### src/rtl/pipe_decode_ctrl.sv
// RV32I decode stage for the five-stage core: registers control into ID/EX,
// detects RAW hazards against EX/MEM, selects forwarding and inserts bubbles.
module pipe_decode_ctrl #(
   parameter int unsigned XLEN   = 32,
   parameter int unsigned PC_W   = 32,
   parameter int unsigned FWD_EN = 1,
   parameter int unsigned CNT_W  = 16
) (
   input  logic              clock,
   input  logic              reset,
   input  logic              if_valid,
   input  logic [31:0]       if_inst,
   input  logic [PC_W-1:0]   if_pc,
   output logic              id_ready,
   input  logic              ex_flush,
   input  logic [4:0]        mem_rd,
   input  logic              mem_wen,
   output logic              ex_valid,
   output logic [PC_W-1:0]   ex_pc,
   output logic [4:0]        ex_rd,
   output logic [4:0]        ex_rs1,
   output logic [4:0]        ex_rs2,
   output logic [2:0]        ex_funct3,
   output logic [XLEN-1:0]   ex_imm,
   output logic [3:0]        ex_alu_sel,
   output logic              ex_b_sel,
   output logic              ex_a_pc_sel,
   output logic              ex_is_branch,
   output logic              ex_is_jump,
   output logic              ex_mem_rd,
   output logic              ex_mem_wr,
   output logic              ex_reg_wen,
   output logic [1:0]        ex_wb_sel,
   output logic [1:0]        ex_fwd_a,
   output logic [1:0]        ex_fwd_b,
   output logic              ex_illegal,
   output logic [CNT_W-1:0]  stall_cnt
);

   localparam logic [6:0] OPC_LUI    = 7'b0110111;
   localparam logic [6:0] OPC_AUIPC  = 7'b0010111;
   localparam logic [6:0] OPC_JAL    = 7'b1101111;
   localparam logic [6:0] OPC_JALR   = 7'b1100111;
   localparam logic [6:0] OPC_BRANCH = 7'b1100011;
   localparam logic [6:0] OPC_LOAD   = 7'b0000011;
   localparam logic [6:0] OPC_STORE  = 7'b0100011;
   localparam logic [6:0] OPC_OPIMM  = 7'b0010011;
   localparam logic [6:0] OPC_OP     = 7'b0110011;
   localparam logic [6:0] OPC_SYSTEM = 7'b1110011;

   localparam logic [1:0] WB_MEM = 2'd0;
   localparam logic [1:0] WB_ALU = 2'd1;
   localparam logic [1:0] WB_PC4 = 2'd2;

   localparam logic [1:0] FWD_RF  = 2'd0;
   localparam logic [1:0] FWD_EXM = 2'd1;
   localparam logic [1:0] FWD_MWB = 2'd2;

   localparam bit FWD = (FWD_EN != 0);

   logic [6:0]      opcode;
   logic [4:0]      f_rd, f_rs1, f_rs2;
   logic [2:0]      f_funct3;
   logic [XLEN-1:0] imm_i, imm_s, imm_b, imm_u, imm_j;

   logic [4:0]      d_rs1;
   logic [XLEN-1:0] d_imm;
   logic [3:0]      d_alu_sel;
   logic            d_b_sel, d_a_pc_sel, d_is_branch, d_is_jump;
   logic            d_mem_rd, d_mem_wr, d_reg_wen, d_illegal;
   logic [1:0]      d_wb_sel;
   logic            rs1_use, rs2_use;

   logic            a_live, b_live;
   logic            ex_wr, ex_ld;
   logic            a_ex, a_mem, a_ld, b_ex, b_mem, b_ld;
   logic            hazard, stall, bubble;
   logic [1:0]      fwd_a, fwd_b;

   logic              ex_valid_q, ex_valid_d;
   logic [PC_W-1:0]   ex_pc_q, ex_pc_d;
   logic [4:0]        ex_rd_q, ex_rd_d, ex_rs1_q, ex_rs1_d, ex_rs2_q, ex_rs2_d;
   logic [2:0]        ex_funct3_q, ex_funct3_d;
   logic [XLEN-1:0]   ex_imm_q, ex_imm_d;
   logic [3:0]        ex_alu_sel_q, ex_alu_sel_d;
   logic              ex_b_sel_q, ex_b_sel_d, ex_a_pc_sel_q, ex_a_pc_sel_d;
   logic              ex_is_branch_q, ex_is_branch_d, ex_is_jump_q, ex_is_jump_d;
   logic              ex_mem_rd_q, ex_mem_rd_d, ex_mem_wr_q, ex_mem_wr_d;
   logic              ex_reg_wen_q, ex_reg_wen_d, ex_illegal_q, ex_illegal_d;
   logic [1:0]        ex_wb_sel_q, ex_wb_sel_d;
   logic [1:0]        ex_fwd_a_q, ex_fwd_a_d, ex_fwd_b_q, ex_fwd_b_d;
   logic [CNT_W-1:0]  stall_cnt_q, stall_cnt_d;

   assign opcode   = if_inst[6:0];
   assign f_rd     = if_inst[11:7];
   assign f_funct3 = if_inst[14:12];
   assign f_rs1    = if_inst[19:15];
   assign f_rs2    = if_inst[24:20];

   assign imm_i = XLEN'($signed(if_inst[31:20]));
   assign imm_s = XLEN'($signed({if_inst[31:25], if_inst[11:7]}));
   assign imm_b = XLEN'($signed({if_inst[31], if_inst[7], if_inst[30:25], if_inst[11:8], 1'b0}));
   assign imm_u = XLEN'($signed({if_inst[31:12], 12'h000}));
   assign imm_j = XLEN'($signed({if_inst[31], if_inst[19:12], if_inst[20], if_inst[30:21], 1'b0}));

   // Opcode decode; SYSTEM is carried as an I-format no-writeback instruction.
   always_comb begin
      d_rs1       = f_rs1;
      d_imm       = '0;
      d_alu_sel   = '0;
      d_b_sel     = 1'b0;
      d_a_pc_sel  = 1'b0;
      d_is_branch = 1'b0;
      d_is_jump   = 1'b0;
      d_mem_rd    = 1'b0;
      d_mem_wr    = 1'b0;
      d_reg_wen   = 1'b0;
      d_illegal   = 1'b0;
      d_wb_sel    = WB_MEM;
      rs1_use     = 1'b0;
      rs2_use     = 1'b0;
      unique case (opcode)
         OPC_LUI: begin
            d_rs1 = '0; d_imm = imm_u; d_b_sel = 1'b1; d_reg_wen = 1'b1; d_wb_sel = WB_ALU;
         end
         OPC_AUIPC: begin
            d_imm = imm_u; d_b_sel = 1'b1; d_a_pc_sel = 1'b1; d_reg_wen = 1'b1; d_wb_sel = WB_ALU;
         end
         OPC_JAL: begin
            d_imm = imm_j; d_b_sel = 1'b1; d_a_pc_sel = 1'b1; d_is_jump = 1'b1;
            d_reg_wen = 1'b1; d_wb_sel = WB_PC4;
         end
         OPC_JALR: begin
            d_imm = imm_i; d_b_sel = 1'b1; d_is_jump = 1'b1; d_reg_wen = 1'b1;
            d_wb_sel = WB_PC4; rs1_use = 1'b1;
         end
         OPC_BRANCH: begin
            d_imm = imm_b; d_b_sel = 1'b1; d_a_pc_sel = 1'b1; d_is_branch = 1'b1;
            rs1_use = 1'b1; rs2_use = 1'b1;
         end
         OPC_LOAD: begin
            d_imm = imm_i; d_b_sel = 1'b1; d_mem_rd = 1'b1; d_reg_wen = 1'b1;
            d_wb_sel = WB_MEM; rs1_use = 1'b1;
         end
         OPC_STORE: begin
            d_imm = imm_s; d_b_sel = 1'b1; d_mem_wr = 1'b1; rs1_use = 1'b1; rs2_use = 1'b1;
         end
         OPC_OPIMM: begin
            d_imm = imm_i; d_b_sel = 1'b1; d_reg_wen = 1'b1; d_wb_sel = WB_ALU; rs1_use = 1'b1;
            d_alu_sel = {(f_funct3 == 3'b101) & if_inst[30], f_funct3};
         end
         OPC_OP: begin
            d_alu_sel = {if_inst[30], f_funct3}; d_reg_wen = 1'b1; d_wb_sel = WB_ALU;
            rs1_use = 1'b1; rs2_use = 1'b1;
         end
         OPC_SYSTEM: begin
            d_imm = imm_i; d_b_sel = 1'b1; rs1_use = 1'b1;
         end
         default: d_illegal = 1'b1;
      endcase
      if (f_rd == 5'd0) d_reg_wen = 1'b0;
   end

   // Source matches against EX and MEM producers; x0 and unused sources never match.
   always_comb begin
      a_live = rs1_use & (f_rs1 != 5'd0);
      b_live = rs2_use & (f_rs2 != 5'd0);
      ex_wr  = ex_valid_q & ex_reg_wen_q;
      ex_ld  = ex_valid_q & ex_mem_rd_q & (ex_rd_q != 5'd0);
      a_ex   = a_live & ex_wr & (ex_rd_q == f_rs1);
      b_ex   = b_live & ex_wr & (ex_rd_q == f_rs2);
      a_ld   = a_live & ex_ld & (ex_rd_q == f_rs1);
      b_ld   = b_live & ex_ld & (ex_rd_q == f_rs2);
      a_mem  = a_live & mem_wen & (mem_rd == f_rs1);
      b_mem  = b_live & mem_wen & (mem_rd == f_rs2);
      fwd_a  = FWD_RF;
      fwd_b  = FWD_RF;
      if (FWD) begin
         hazard = a_ld | b_ld;
         if (a_ex)       fwd_a = FWD_EXM;
         else if (a_mem) fwd_a = FWD_MWB;
         if (b_ex)       fwd_b = FWD_EXM;
         else if (b_mem) fwd_b = FWD_MWB;
      end else begin
         hazard = a_ex | a_mem | b_ex | b_mem;
      end
      stall    = if_valid & hazard & ~ex_flush;
      bubble   = ex_flush | stall | ~if_valid;
      id_ready = ~stall;
   end

   // Next ID/EX contents: a bubble clears every control field.
   always_comb begin
      ex_valid_d     = 1'b0;
      ex_pc_d        = '0;
      ex_rd_d        = '0;
      ex_rs1_d       = '0;
      ex_rs2_d       = '0;
      ex_funct3_d    = '0;
      ex_imm_d       = '0;
      ex_alu_sel_d   = '0;
      ex_b_sel_d     = 1'b0;
      ex_a_pc_sel_d  = 1'b0;
      ex_is_branch_d = 1'b0;
      ex_is_jump_d   = 1'b0;
      ex_mem_rd_d    = 1'b0;
      ex_mem_wr_d    = 1'b0;
      ex_reg_wen_d   = 1'b0;
      ex_wb_sel_d    = '0;
      ex_fwd_a_d     = '0;
      ex_fwd_b_d     = '0;
      ex_illegal_d   = 1'b0;
      stall_cnt_d    = stall_cnt_q;
      if (!bubble) begin
         ex_valid_d     = 1'b1;
         ex_pc_d        = if_pc;
         ex_rd_d        = f_rd;
         ex_rs1_d       = d_rs1;
         ex_rs2_d       = f_rs2;
         ex_funct3_d    = f_funct3;
         ex_imm_d       = d_imm;
         ex_alu_sel_d   = d_alu_sel;
         ex_b_sel_d     = d_b_sel;
         ex_a_pc_sel_d  = d_a_pc_sel;
         ex_is_branch_d = d_is_branch;
         ex_is_jump_d   = d_is_jump;
         ex_mem_rd_d    = d_mem_rd;
         ex_mem_wr_d    = d_mem_wr;
         ex_reg_wen_d   = d_reg_wen;
         ex_wb_sel_d    = d_wb_sel;
         ex_fwd_a_d     = fwd_a;
         ex_fwd_b_d     = fwd_b;
         ex_illegal_d   = d_illegal;
      end
      if (stall && (stall_cnt_q != '1)) stall_cnt_d = stall_cnt_q + CNT_W'(1);
   end

   always_ff @(posedge clock) begin
      if (reset) begin
         ex_valid_q     <= 1'b0;
         ex_pc_q        <= '0;
         ex_rd_q        <= '0;
         ex_rs1_q       <= '0;
         ex_rs2_q       <= '0;
         ex_funct3_q    <= '0;
         ex_imm_q       <= '0;
         ex_alu_sel_q   <= '0;
         ex_b_sel_q     <= 1'b0;
         ex_a_pc_sel_q  <= 1'b0;
         ex_is_branch_q <= 1'b0;
         ex_is_jump_q   <= 1'b0;
         ex_mem_rd_q    <= 1'b0;
         ex_mem_wr_q    <= 1'b0;
         ex_reg_wen_q   <= 1'b0;
         ex_wb_sel_q    <= '0;
         ex_fwd_a_q     <= '0;
         ex_fwd_b_q     <= '0;
         ex_illegal_q   <= 1'b0;
         stall_cnt_q    <= '0;
      end else begin
         ex_valid_q     <= ex_valid_d;
         ex_pc_q        <= ex_pc_d;
         ex_rd_q        <= ex_rd_d;
         ex_rs1_q       <= ex_rs1_d;
         ex_rs2_q       <= ex_rs2_d;
         ex_funct3_q    <= ex_funct3_d;
         ex_imm_q       <= ex_imm_d;
         ex_alu_sel_q   <= ex_alu_sel_d;
         ex_b_sel_q     <= ex_b_sel_d;
         ex_a_pc_sel_q  <= ex_a_pc_sel_d;
         ex_is_branch_q <= ex_is_branch_d;
         ex_is_jump_q   <= ex_is_jump_d;
         ex_mem_rd_q    <= ex_mem_rd_d;
         ex_mem_wr_q    <= ex_mem_wr_d;
         ex_reg_wen_q   <= ex_reg_wen_d;
         ex_wb_sel_q    <= ex_wb_sel_d;
         ex_fwd_a_q     <= ex_fwd_a_d;
         ex_fwd_b_q     <= ex_fwd_b_d;
         ex_illegal_q   <= ex_illegal_d;
         stall_cnt_q    <= stall_cnt_d;
      end
   end

   assign ex_valid     = ex_valid_q;
   assign ex_pc        = ex_pc_q;
   assign ex_rd        = ex_rd_q;
   assign ex_rs1       = ex_rs1_q;
   assign ex_rs2       = ex_rs2_q;
   assign ex_funct3    = ex_funct3_q;
   assign ex_imm       = ex_imm_q;
   assign ex_alu_sel   = ex_alu_sel_q;
   assign ex_b_sel     = ex_b_sel_q;
   assign ex_a_pc_sel  = ex_a_pc_sel_q;
   assign ex_is_branch = ex_is_branch_q;
   assign ex_is_jump   = ex_is_jump_q;
   assign ex_mem_rd    = ex_mem_rd_q;
   assign ex_mem_wr    = ex_mem_wr_q;
   assign ex_reg_wen   = ex_reg_wen_q;
   assign ex_wb_sel    = ex_wb_sel_q;
   assign ex_fwd_a     = ex_fwd_a_q;
   assign ex_fwd_b     = ex_fwd_b_q;
   assign ex_illegal   = ex_illegal_q;
   assign stall_cnt    = stall_cnt_q;

endmodule

### config.mk
export PLATFORM = sky130hd
export DESIGN_NAME = pipe_decode_ctrl
export DESIGN_NICKNAME = d
export VERILOG_FILES = /design/src/rtl/pipe_decode_ctrl.sv
export SDC_FILE = /design/constraint.sdc
export NUM_CORES = 1
export LEC_CHECK = 0
export ABC_AREA = 0
export CORE_UTILIZATION = 38
export DETAILED_ROUTE_END_ITERATION = 7
export GPL_ROUTABILITY_DRIVEN = 0
export PLACE_DENSITY_LB_ADDON = 0.2
export SYNTH_ARGS = -nofsm -noshare
export SYNTH_HDL_FRONTEND = slang
export SYNTH_SLANG_ARGS = --single-unit
### constraint.sdc
create_clock -name clock -period 2.2 [get_ports clock]
set_input_delay 0.33 -clock clock [delete_from_list [all_inputs] [get_ports clock]]
set_output_delay 0.33 -clock clock [all_outputs]
set_load 0.03 [all_outputs]
# Yosys cells after proc, flatten, opt, wreduce, memory -nomap -nowiden
# Cells that the tools add are included.
[word_totals]
regBits = 117
input_bits = 74
out_inout_bits = 118
wordCells = 103
[op_classes]
add_sub_neg = 1
n_eq_ne = 16
mux = 18
n_bitwise = 26
reduce_logical = 20
[ops]
columns = ["cell", "count"]
rows = [
  ["$pmux 32 s5", 1],
  ["$eq 7x7->1 const B", 4],
  ["$eq 7x6->1 const B", 3],
  ["$and 1x1->1", 20],
  ["$eq 5x5->1", 4],
  ["$reduce_or 3->1", 6],
  ["$add 16x1->16 const B", 1],
  ["$ne 16x16->1 const B", 1],
  ["$reduce_bool 5->1", 3],
  ["$eq 7x5->1 const B", 2],
  ["$reduce_or 7->1", 2],
  ["$mux 1", 13],
  ["$reduce_or 10->1", 1],
  ["$reduce_or 9->1", 1],
  ["$pmux 4 s2", 1],
  ["$reduce_or 4->1", 2],
  ["$eq 7x2->1 const B", 1],
  ["$reduce_or 2->1", 3],
  ["$logic_not 5->1", 1],
  ["$mux 2", 2],
  ["$pmux 2 s2", 1],
  ["$eq 3x3->1 const B", 1],
  ["$not 1->1", 3],
  ["$or 1x1->1", 3],
  ["$logic_and 1x1->1", 1],
]

# Logic depth before layout (Yosys ltp)
# Gate-level depths: netlist of run 1.
[logic_depth]
word_depth = 12
ltp_mapped = 10
ltp_nobuf = 7

# Least setup slack after synthesis of run 1
# Ideal clock, no wire load.
[synth_path]
kind = "register to register"
from = "reg ex_rd_q[1], in the netlist ex_rd[1]"
to = "reg stall_cnt_q[12], in the netlist stall_cnt[12]"
setup_ns = 0.119
t_arrival_ns = 2.133
required_ns = 2.081
setup_slack_ns = -0.052
stages_incl_launch_ff = 8
n_path_buf = 1
period_less_slack_ns = 2.252
cell_sequence = "dfxtp_1 -> xnor2_1 -> and3_1 -> and4_1 -> clkbuf_1 -> nor2_2 -> or3_1 -> o221a_1"
[synth_via]
elab_chain_cells = 8
elab_cells_between_ends = 12
cone_classes = "2 x eq/ne; 8 x bitwise; 2 x reduce/logical"
[synth_lines]
columns = ["element", "line_no", "text"]
rows = [
  ["start: declaration", "82", "logic [4:0] ex_rd_q, ex_rd_d, ex_rs1_q, ex_rs1_d, ex_rs2_q, ex_rs2_d;"],
  ["start signal: assignment", "263", "ex_rd_q <= ex_rd_d;"],
  ["$reduce_bool 5->1", "169", "ex_ld = ex_valid_q & ex_mem_rd_q & (ex_rd_q != 5'd0);"],
  ["$and 1x1->1", "169", ""],
  ["$and 1x1->1, on equally long branches (2 in a row)", "172, 173", ""],
  ["$or 1x1->1 (*)", "179", "hazard = a_ld | b_ld;"],
  ["$and 1x1->1 (*) (2 in a row)", "187", "stall = if_valid & hazard & ~ex_flush;"],
  ["$logic_and 1x1->1 (*)", "235", "if (stall && (stall_cnt_q != '1)) stall_cnt_d = stall_cnt_q + CNT_W'(1);"],
  ["end signal: assignment", "280", "stall_cnt_q <= stall_cnt_d;"],
  ["end: declaration", "92", "logic [CNT_W-1:0] stall_cnt_q, stall_cnt_d;"],
]
# Mark *: on every way between the ends. The rest lies on a longest branch, timed or not.
# A chain may end at the register's enable or synchronous reset.

# Worst setup path in the final report of run 1
[layout_path]
from = "reg ex_rd_q[4], in the netlist ex_rd[4]"
to = "out id_ready"
[layout_via]
elab_chain_cells = 8
elab_cells_between_ends = 12
cone_classes = "2 x eq/ne; 9 x bitwise; 1 x reduce/logical"
[layout_lines]
columns = ["element", "line_no", "text"]
rows = [
  ["$reduce_bool 5->1", "169", ""],
  ["$and 1x1->1", "169", ""],
  ["$and 1x1->1, on equally long branches (2 in a row)", "172, 173", ""],
  ["$or 1x1->1 (*)", "179", ""],
  ["$and 1x1->1 (*) (2 in a row)", "187", ""],
  ["$not 1->1 (*)", "189", "id_ready = ~stall;"],
  ["end: declaration", "14", "output logic id_ready,"],
]
# Marks and branches as above.

==> results_dict.tcl, run 1 <==
set metrics [dict create \
    synthMuxAreaShare_pct 0.494 \
    die-area_sq_mm 0.0118 \
    post-route-min-period_ns 2.35 \
    synth_flop_cell "dfxtp_1" \
    grt-ovfl-total 0 \
    rows 38 \
    hp-class "input pin to flop" \
    synthAdderAreaFrac_pct 0.291 \
    clkSinkCount 117 \
    fill_cells 864 \
    initialDrtViolationCount 231 \
    die_height_um 108 \
    hold_depth 3 \
    syn_area_per_cell_sq_um 9.39 \
    drc 0 \
    rsz0062_at_grt "true" \
    crit_arrival_ns 2.02 \
    cts_root_buffer "clkbuf_16" \
    violations "setup timing" \
    fin_nets 778 \
    swShare_pct 21.3 \
    drive_gt1_share_pct 17.7 \
    final.setup.worst_slack_ns -0.145 \
    die_width_um 108 \
    syn-num-nets 533 \
    register_area_sq_mm 0.00236 \
    synth-xor-area-share_pct 5.50 \
    path_class "flop to output port" \
    setup_tns_ns -0.151 \
    worstMarginPinSlew_ns 0.385 \
    wl_mm 13.6 \
    clock_latency_ns 0.42 \
    grt_start_max_net_pins 32 \
    syn_area_sq_mm 0.00430 \
    synth_top_family_by_area "simple AND/OR/NAND/NOR gates" \
    postPlaceCellArea_sq_mm 0.00670 \
    ys_warn_count 0 \
    final_hold_viol_count 0 \
    wire_per_inst_um 15.9 \
    routed_via_density 5.00 \
    peakVddDrop_mv 0.540 \
    drv_cap 0 \
    path_clk_slew_ns 0.05 \
    comb_power_share_pct 8.7 \
    p_clk_share_pct 51.9 \
    htree_levels 4 \
    clock_path_buffers 2 \
    drtAntennaViolNets 0 \
    p_sw_uw 1170 \
    finClkSkew_ns 0.00922 \
    num_io_pins 192 \
    leakage_uw 0.00305 \
    maxSlewViolCount 0 \
    synth-seq-area-share_pct 54.4 \
    max_freq_ghz 0.426 \
    first_pass_iters 4 \
    async_flop_share_pct 0 \
    crit_fanout 4 \
    place_hpwl_mm 10.0 \
    cp.required_ns 1.87 \
    io_buffer_count 191 \
    holdBufCountCts 0 \
    p_total_uw 5490 \
    grt_pass1_vias 4200 \
    synth.distinct_cells 48 \
    p_int_uw 4320 \
    cp-end-kind "output port" \
    antennaDiodeCount 0 \
    area_delta_synth_final_pct 74.2 \
    core_area_sq_mm 0.0109 \
    initial_core_util_pct 39.3 \
    grt_usage_pct 23.6 \
    status "complete, but fails checks" \
    post-route-cell-area_sq_mm 0.00749 \
    ys_ff_latch 117 \
    synth_edf_count 0 \
    cts_tree "yes" \
    synth_compound_area_share_pct 10.1 \
    p_per_area_mw_per_mm2 732 \
    multi_input_area_sq_mm 0.00194 \
    reg2reg_depth 9 \
    seqPwrFrac_pct 39.4 \
    timing.critical_path.from_type "flop" \
    netlist_instances 458 \
    worst_slew_margin_rel_pct 74.4 \
    vias 4279 \
    cts_buffers 17 \
    post-route-period-util_pct 107 \
    fin_cells 856 \
    setup_viol 2 \
    grt_pass1_wl_mm 21.0 \
    synth-simple-area-share_pct 26.1 \
    place_inst 815 \
    antenna_found_initial 0 \
]
## path summary, 6_finish.rpt
path | startpoint | endpoint | slack (ns)
setup reg to reg | ex_rd[4] | stall_cnt[11] | -0.01
hold reg to reg | stall_cnt[9] | stall_cnt[9] | 0.51
hold / removal | if_inst[16] | ex_imm[16] | 0.42
setup / recovery | ex_rd[4] | id_ready | -0.15
## timing repair
item / 4_1_cts / 5_1_grt
gates resized for setup: 36 / 11
setup endpoints to repair: 27 / 11
setup buffers: 7 / 3
pin swaps: 11 / 6
hold endpoints to repair: 0 / 0
## synthesized netlist by cell type (3+ instances only)
cell type | number | area, sq um
and3_1 | 61 | 382
xnor2_1 | 15 | 131
o21a_1 | 3 | 22.5
xor2_1 | 12 | 105
o211ai_1 | 6 | 45.0
or3_1 | 4 | 25.0
a22oi_1 | 4 | 30.0
nor2b_1 | 7 | 43.8
o31ai_1 | 3 | 22.5
inv_1 | 6 | 22.5
a21oi_1 | 34 | 170
nor3_1 | 19 | 95.1
nand3_1 | 22 | 110
and4_1 | 4 | 35.0
clkbuf_1 | 20 | 75.1
buf_2 | 6 | 30.0
o21ai_0 | 6 | 30.0
dfxtp_1 | 117 | 2340
nand2_1 | 29 | 109
or4_1 | 8 | 60.1
nor2_1 | 39 | 146
## worst max-delay path, stage by stage (launching register included)
cell	delay (ns)
dfxtp_4	0.36
xnor2_2	0.19
nand3_2	0.13
nor4_4	0.33
nor2_2	0.09
or3_4	0.35
buf_6	0.15
## layer usage
metal | track usage, % | routed length (um) | part of all wire, % | up-vias
met1 | 28.5 | 5750 | 42 | 1975
met5 | 0 | 0 | 0 | -
met4 | 8.59 | 265 | 1.9 | 0
met3 | 8.20 | 1010 | 7.4 | 21
met2 | 38.7 | 6600 | 48 | 179
li1 | - | - | - | 2104
## area by class of cell
| cell class | instances | share of cell area (%) |
|---|---|---|
| repair buffers | 253 | 31.6 |
| clock inverters | 8 | 1.60 |
| multi-input cells | 307 | 25.9 |
| clock buffers | 24 | 6.69 |
| flip-flops and latches | 117 | 31.5 |
| well taps | 140 | 2.34 |
| inverters | 7 | 0.384 |
## through the flow
step | hold WS, ns | setup slack [ns] | utilization, %
after floorplan | 0.444 | 0.0704 | -
after global placement | 0.493 | -0.397 | 61.2
after detailed placement | 0.497 | -0.513 | 61.2
after CTS | 0.413 | -0.0648 | 68.0
after global routing | 0.421 | -0.196 | 68.5
final | 0.421 | -0.145 | 68.5
## power by group through the flow
stage	Sequential [uW]	Clock [uW]	Combinational [uW]
floorplan	2260	0	123
global placement	2210	0	462
detailed placement	2210	0	468
CTS	2160	2890	472
global route	2160	3000	509
finish	2160	2850	478
## registers in the layout (all words and copies together), names as in the netlist, 2 cells and up
signal and count:
ex_alu_sel 4, ex_funct3 3, ex_fwd_a 2, ex_fwd_b 2
ex_imm 32, ex_pc 32, ex_rd 5, ex_rs1 5
ex_rs2 5, ex_wb_sel 2, stall_cnt 16
## placed cells by master (no fill, tap or decap), types with 5 or more instances in the layout
| master | count |
|---|---|
| xor2_1 | 12 |
| o211ai_1 | 6 |
| inv_1 | 6 |
| a21oi_1 | 31 |
| nor2b_1 | 7 |
| dlygate4sd2_1 | 14 |
| and3_1 | 61 |
| nand3_1 | 21 |
| o21ai_0 | 6 |
| buf_4 | 61 |
| clkbuf_8 | 5 |
| nand2_1 | 28 |
| dfxtp_1 | 112 |
| or4_4 | 5 |
| clkdlybuf4s50_1 | 175 |
| nor2_1 | 39 |
| nor3_1 | 19 |
| xnor2_1 | 12 |
| clkbuf_16 | 17 |
## logic make-up (layout without fill, tap and decap cells)
logic type                 count (synthesis)  count (layout)
AOI/OAI and AO/OA                         70              70
adders and majority gates                  1               1
xor gates and xnor gates                  27              27
muxes                                      2               2
and+or+nand+nor                          207             207
DFF                                      117             117
buffers and inverters                     34             292
No activity file was read; power rests on OpenSTA's default activity.
==> run 2, diff against run 1 <==
REMOVE_ABC_BUFFERS = 1   (was unset)
==> run 2 against run 1 <==
  * The flow still finishes with violations (setup timing)
  * Maximum frequency fell by 0.41%
  * Critical path depth rose by 1
  * Cell area rose by 0.40%
  * Core utilization rose by 0.27 points
  * Count of clock-buffer cells in the layout fell by 1
  * Sequential power barely moved
  * Combinational power rose by 4.8%
  * Die area did not move
  * Non-clock buffer count rose by 6
  * Critical path type unchanged
==> results_dict.tcl, run 2 (synthesis results as in run 1) <==
set metrics [dict create \
    drc 0 \
    io_buffer_count 191 \
    drive_gt1_share_pct 17.5 \
    reg2reg_depth 9 \
    seqPwrFrac_pct 40.4 \
    core_area_sq_mm 0.0109 \
    fill_cells 854 \
    grt-ovfl-total 0 \
    violations "setup timing" \
    area_delta_synth_final_pct 74.9 \
    cts_tree "yes" \
    drtAntennaViolNets 0 \
    worstMarginPinSlew_ns 0.522 \
    p_int_uw 4160 \
    rows 38 \
    fin_nets 784 \
    antennaDiodeCount 0 \
    post-route-period-util_pct 107 \
    max_freq_ghz 0.425 \
    register_area_sq_mm 0.00235 \
    cts_root_buffer "clkbuf_16" \
    place_hpwl_mm 10.4 \
    status "complete, but fails checks" \
    p_total_uw 5350 \
    cts_buffers 17 \
    p_per_area_mw_per_mm2 711 \
    utilization_pct 68.8 \
    comb_power_share_pct 9.4 \
    cp-end-kind "output port" \
    p_sw_uw 1190 \
    p_clk_share_pct 50.2 \
    vias 4392 \
    peakVddDrop_mv 0.644 \
    final_cell_mix "176 x clkdlybuf4s50_1, 112 x dfxtp_1, 63 x buf_4" \
    grt_usage_pct 24.9 \
    post-route-min-period_ns 2.36 \
    grt_start_max_net_pins 32 \
    crit_fanout 4 \
    routed_via_density 5.10 \
    timing.critical_path.from_type "flop" \
    leakage_uw 0.00316 \
    crit_arrival_ns 2.03 \
    first_pass_iters 5 \
    crit-reg2reg-launch "ex_rd[1]" \
    post-route-cell-area_sq_mm 0.00752 \
    cp.required_ns 1.87 \
    critPathLaunch "ex_rd[2]" \
    finClkSkew_ns 0.00659 \
    swShare_pct 22.2 \
    clkSinkCount 117 \
    clock_latency_ns 0.42 \
    rsz0062_at_grt "true" \
    topRoutingLayerUsed "met4" \
    die-area_sq_mm 0.0118 \
    multi_input_area_sq_mm 0.00193 \
    wl_met1_mm 5.69 \
    initialDrtViolationCount 187 \
    hp-class "input pin to flop" \
    worstSetupEndpoint "id_ready" \
    setup_tns_ns -0.155 \
    die_width_um 108 \
    final_hold_viol_count 0 \
    place_inst 823 \
    met2WireLength_mm 6.95 \
    clock_path_buffers 2 \
    path_clk_slew_ns 0.05 \
    drv_cap 0 \
    ff2ff_setup_slack_ns 0.12 \
    die_height_um 108 \
    maxSlewViolCount 0 \
    postPlaceCellArea_sq_mm 0.00676 \
    antenna_found_initial 0 \
    dr_wl_met3_mm 1.24 \
    wl_mm 14.2 \
    num_io_pins 192 \
    path_class "flop to output port" \
    htree_levels 4 \
    layout_commonest_cell "clkdlybuf4s50_1" \
    grt_pass1_vias 4426 \
    fin_cells 862 \
    r2r-end "stall_cnt[10]" \
    setup_viol 1 \
    wire_per_inst_um 16.5 \
    worst_slew_margin_rel_pct 65.0 \
    final.setup.worst_slack_ns -0.155 \
    initial_core_util_pct 39.3 \
    grt_pass1_wl_mm 22.1 \
    holdBufCountCts 0 \
]
run 2: cell types whose count changed in the layout (fill, tap and decap cells not counted), sizes merged, moves of 3 or more:
| cell | change |
|---|---|
| dlygate4sd2 | -9 |
| dlymetal6s2s | +9 |
| buf | +6 |
| clkinv | +3 |
run 2: worst min-delay path by stage:
stage	start	to	slack, ns	depth (start not counted)
global route	if_inst[19]	ex_rs1[4]	0.39	3
floorplan	reset	stall_cnt[10]	0.40	1
finish	if_inst[19]	ex_rs1[4]	0.38	3
global placement	ex_valid	ex_fwd_b[0]	0.50	2
CTS	if_pc[10]	ex_pc[10]	0.46	2
detailed placement	ex_valid	ex_fwd_b[0]	0.49	2
run 2: metal layers:
| metal | up-vias | global-route usage (%) |
|---|---|---|
| met5 | - | 0 |
| met4 | 0 | 12.2 |
| met3 | 30 | 9.89 |
| met2 | 196 | 40.5 |
| met1 | 2045 | 28.3 |
| li1 | 2121 | - |
run 2: worst max-delay path, cell delays in order, from the launching register on:
cell and delay [ns]:
dfxtp_2 0.34, buf_4 0.14, xor2_1 0.15, nor3_2 0.12, and4_4 0.27, nor2_2 0.06
or3_4 0.39, buf_6 0.15
run 2: metrics by stage:
stage	setup WS, ns	hold WS (ns)
final	-0.155	0.376
after global routing	-0.197	0.395
after CTS	-0.209	0.462
after detailed placement	-0.468	0.494
after global placement	-0.400	0.498
after floorplan	-1.49	0.399
run 2: power by group through the flow:
stage          combinational (uW)  sequential [uW]  clock [uW]
2_1_floorplan                 104             2260           0
3_3_place_gp                  476             2200           0
3_5_place_dp                  480             2200           0
4_1_cts                       493             2160        2730
5_1_grt                       533             2160        2830
6_report                      501             2160        2690
run 2: layout make-up:
type	count	area share, %
Clock inverter	9	1.35
Inverter	7	0.349
Sequential cell	117	31.2
Clock buffer	23	6.35
Tap cell	140	2.33
Multi-Input combinational cell	307	25.6
Timing Repair Buffer	259	32.8
run 2: timing repair:
| action | 4_1_cts | 5_1_grt |
|---|---|---|
| pin swaps | 10 | 5 |
| hold endpoints to repair | 0 | 0 |
| setup buffers | 7 | 0 |
| endpoints found under the setup margin | 17 | 8 |
| gates resized for setup | 20 | 22 |
==> run 3, diff against run 2 <==
==> constraint.sdc (replaced) <==
create_clock -name clock -period 2.2 [get_ports clock]
set_input_delay 0.44 -clock clock [delete_from_list [all_inputs] [get_ports clock]]
set_output_delay 0.44 -clock clock [all_outputs]
set_load 0.03 [all_outputs]
==> run 3 against run 2 <==
  * The run still ends with setup timing left
  * Global-route usage down 0.44 points
  * Core utilization increased by 2.1 points
  * Sequential share of layout area fell by 0.98 points
  * Setup slack got worse by 0.083 ns
  * Clock power grew 7%
  * Maximum frequency shrank 3.4%
  * Non-clock buffer count increased by 14
  * Routed wire length down 0.86%
  * Cell area up 3.0%
  * Critical path depth did not move
  * Die area unchanged
  * Largest cell class unchanged
  * Highest routed layer is now met5
==> results_dict.tcl, run 3 (synthesis results as in run 1) <==
set metrics [dict create \
    status "complete, but fails checks" \
    violations "setup timing" \
    post-route-cell-area_sq_mm 0.00775 \
    drc 0 \
    crit-reg2reg-launch "ex_rd[1]" \
    initialDrtViolationCount 255 \
    area_delta_synth_final_pct 80.1 \
    core_area_sq_mm 0.0109 \
    critPathSlowestCell "or3_4" \
    initial_core_util_pct 39.3 \
    place_hpwl_mm 10.4 \
    ff2ff_setup_slack_ns 0.08 \
    place_inst 839 \
    grt_start_max_net_pins 32 \
    hold_depth 2 \
    reg2reg_depth 10 \
    path_clk_slew_ns 0.05 \
    hold_path_end "ex_fwd_b[0]" \
    timing.critical_path.from_type "flop" \
    clkSinkCount 117 \
    fin_nets 798 \
    p_per_area_mw_per_mm2 715 \
    max_freq_ghz 0.410 \
    drtAntennaViolNets 0 \
    min_from "ex_reg_wen" \
    antenna_found_initial 5 \
    max_stage_delay_ns 0.35 \
    maxSlewViolCount 0 \
    final.setup.worst_slack_ns -0.239 \
    cts_root_buffer "clkbuf_16" \
    die_height_um 108 \
    clock_latency_ns 0.41 \
    clock_path_buffers 2 \
    fill_cells 850 \
    first_pass_iters 4 \
    io_buffer_count 191 \
    cp_cell_sequence "buf_6, xor2_1, nor3_1, and4_4, nor2_2, or3_4, buf_6" \
    drive_gt1_share_pct 19.7 \
    routed_via_density 4.99 \
    grt_pass1_vias 4365 \
    peakVddDrop_mv 0.604 \
    post-route-period-util_pct 111 \
    cp.required_ns 1.76 \
    post-route-min-period_ns 2.44 \
    grt_pass1_wl_mm 21.9 \
    crit_arrival_ns 2.00 \
    rows 38 \
    leakage_uw 0.00318 \
    worst_slew_margin_rel_pct 74.8 \
    final_cell_mix "173 x clkdlybuf4s50_1, 114 x dfxtp_1, 69 x buf_4" \
    worst-path-buf-inv 2 \
    layout_commonest_cell "clkdlybuf4s50_1" \
    hp-class "flop to flop" \
    fin_cells 880 \
    worstMarginPinSlew_ns 0.376 \
    cts_buffers 17 \
    path_delay_family "simple AND/OR/NAND/NOR gates" \
    finClkSkew_ns 0.00711 \
    crit_fanout 4 \
    num_io_pins 192 \
    vias 4390 \
    grt-ovfl-total 0 \
    die-area_sq_mm 0.0118 \
    htree_levels 4 \
    final_hold_viol_count 0 \
    cp-end-kind "output port" \
    wl_mm 14.1 \
    path_class "flop to output port" \
    cts_tree "yes" \
    rsz0062_at_grt "true" \
    wire_per_inst_um 16.0 \
    r2r-end "stall_cnt[8]" \
    cp_common_cell "buf_6" \
    grt_usage_pct 24.5 \
    die_width_um 108 \
    postPlaceCellArea_sq_mm 0.00690 \
    holdBufCountCts 0 \
    setup_viol 1 \
    drv_cap 0 \
]
## run 3: cell types whose count changed in the layout (fill, tap and decap cells not counted), moves of 5 or more
cell | before | now
buf_6 | 5 | 11
dlygate4sd2_1 | 5 | 12
clkinvlp_4 | 1 | 6
dlymetal6s2s_1 | 9 | 1
buf_4 | 63 | 69
## run 3: area by class of cell
| cell class | count | area [sq um] | area share [%] |
|---|---|---|---|
| Tap cell | 140 | 175 | 2.26 |
| Multi-Input combinational cell | 307 | 1970 | 25.5 |
| Sequential cell | 117 | 2350 | 30.3 |
| Inverter | 7 | 26.3 | 0.339 |
| Timing Repair Buffer | 273 | 2590 | 33.4 |
| Antenna cell | 4 | 10.0 | 0.129 |
| Clock inverter | 11 | 149 | 1.92 |
| Clock buffer | 21 | 480 | 6.20 |
## run 3: per-stage QoR
stage / power [uW] / worst slack [ns] / setup TNS (ns) / hold slack (ns) / utilization, %
3_5_place_dp: 2700 / -0.619 / -54.21 / 0.490 / 63.1
2_1_floorplan: 2370 / -1.60 / -99.70 / 0.509 / -
5_1_grt: 5710 / -0.303 / -0.303 / 0.526 / 70.9
4_1_cts: 5580 / -0.269 / -0.269 / 0.502 / 70.4
6_report: 5540 / -0.239 / -0.239 / 0.502 / 70.9
3_3_place_gp: 2690 / -0.572 / -44.77 / 0.489 / 63.1
## run 3: worst max-delay path by stage
stage | start | to | slack [ns] | depth (start not counted)
floorplan | if_inst[21] | ex_fwd_a[1] | -1.60 | 7
global placement | if_inst[3] | id_ready | -0.57 | 7
finish | ex_rd[4] | id_ready | -0.24 | 7
global route | ex_rd[4] | id_ready | -0.30 | 7
CTS | ex_rd[4] | id_ready | -0.27 | 7
detailed placement | if_inst[22] | stall_cnt[8] | -0.62 | 9
## run 3: where the power goes
group	internal [uW]	leakage [uW]	switching (uW)	total, uW
clock network	1900	0.000290	973	2870
registers	2150	0.000948	9.21	2160
logic	273	0.00194	237	510
## run 3: worst reg2reg max path, delay by kind of cell (launching register included)
| kind | cells | cell delay [ns] |
|---|---|---|
| compound gates | 2 | 0.22 |
| simple gates | 3 | 0.77 |
| buf+inv | 4 | 0.60 |
| xor+xnor | 1 | 0.15 |
| flops | 1 | 0.30 |
## run 3: routing by layer
layer	vias to the layer above	track usage (%)	wire length, um
met2	175	41.7	7000
met3	17	10.0	1260
li1	2156	-	-
met5	-	0	11
met1	2040	27.3	5660
met4	2	8.88	163
## run 3: timing repair
action,4_1_cts,5_1_grt
gates resized for setup,53,8
setup endpoints to repair,98,38
cloned,1,0
setup buffers,3,2
pin swaps,13,5
hold endpoints to repair,0,0
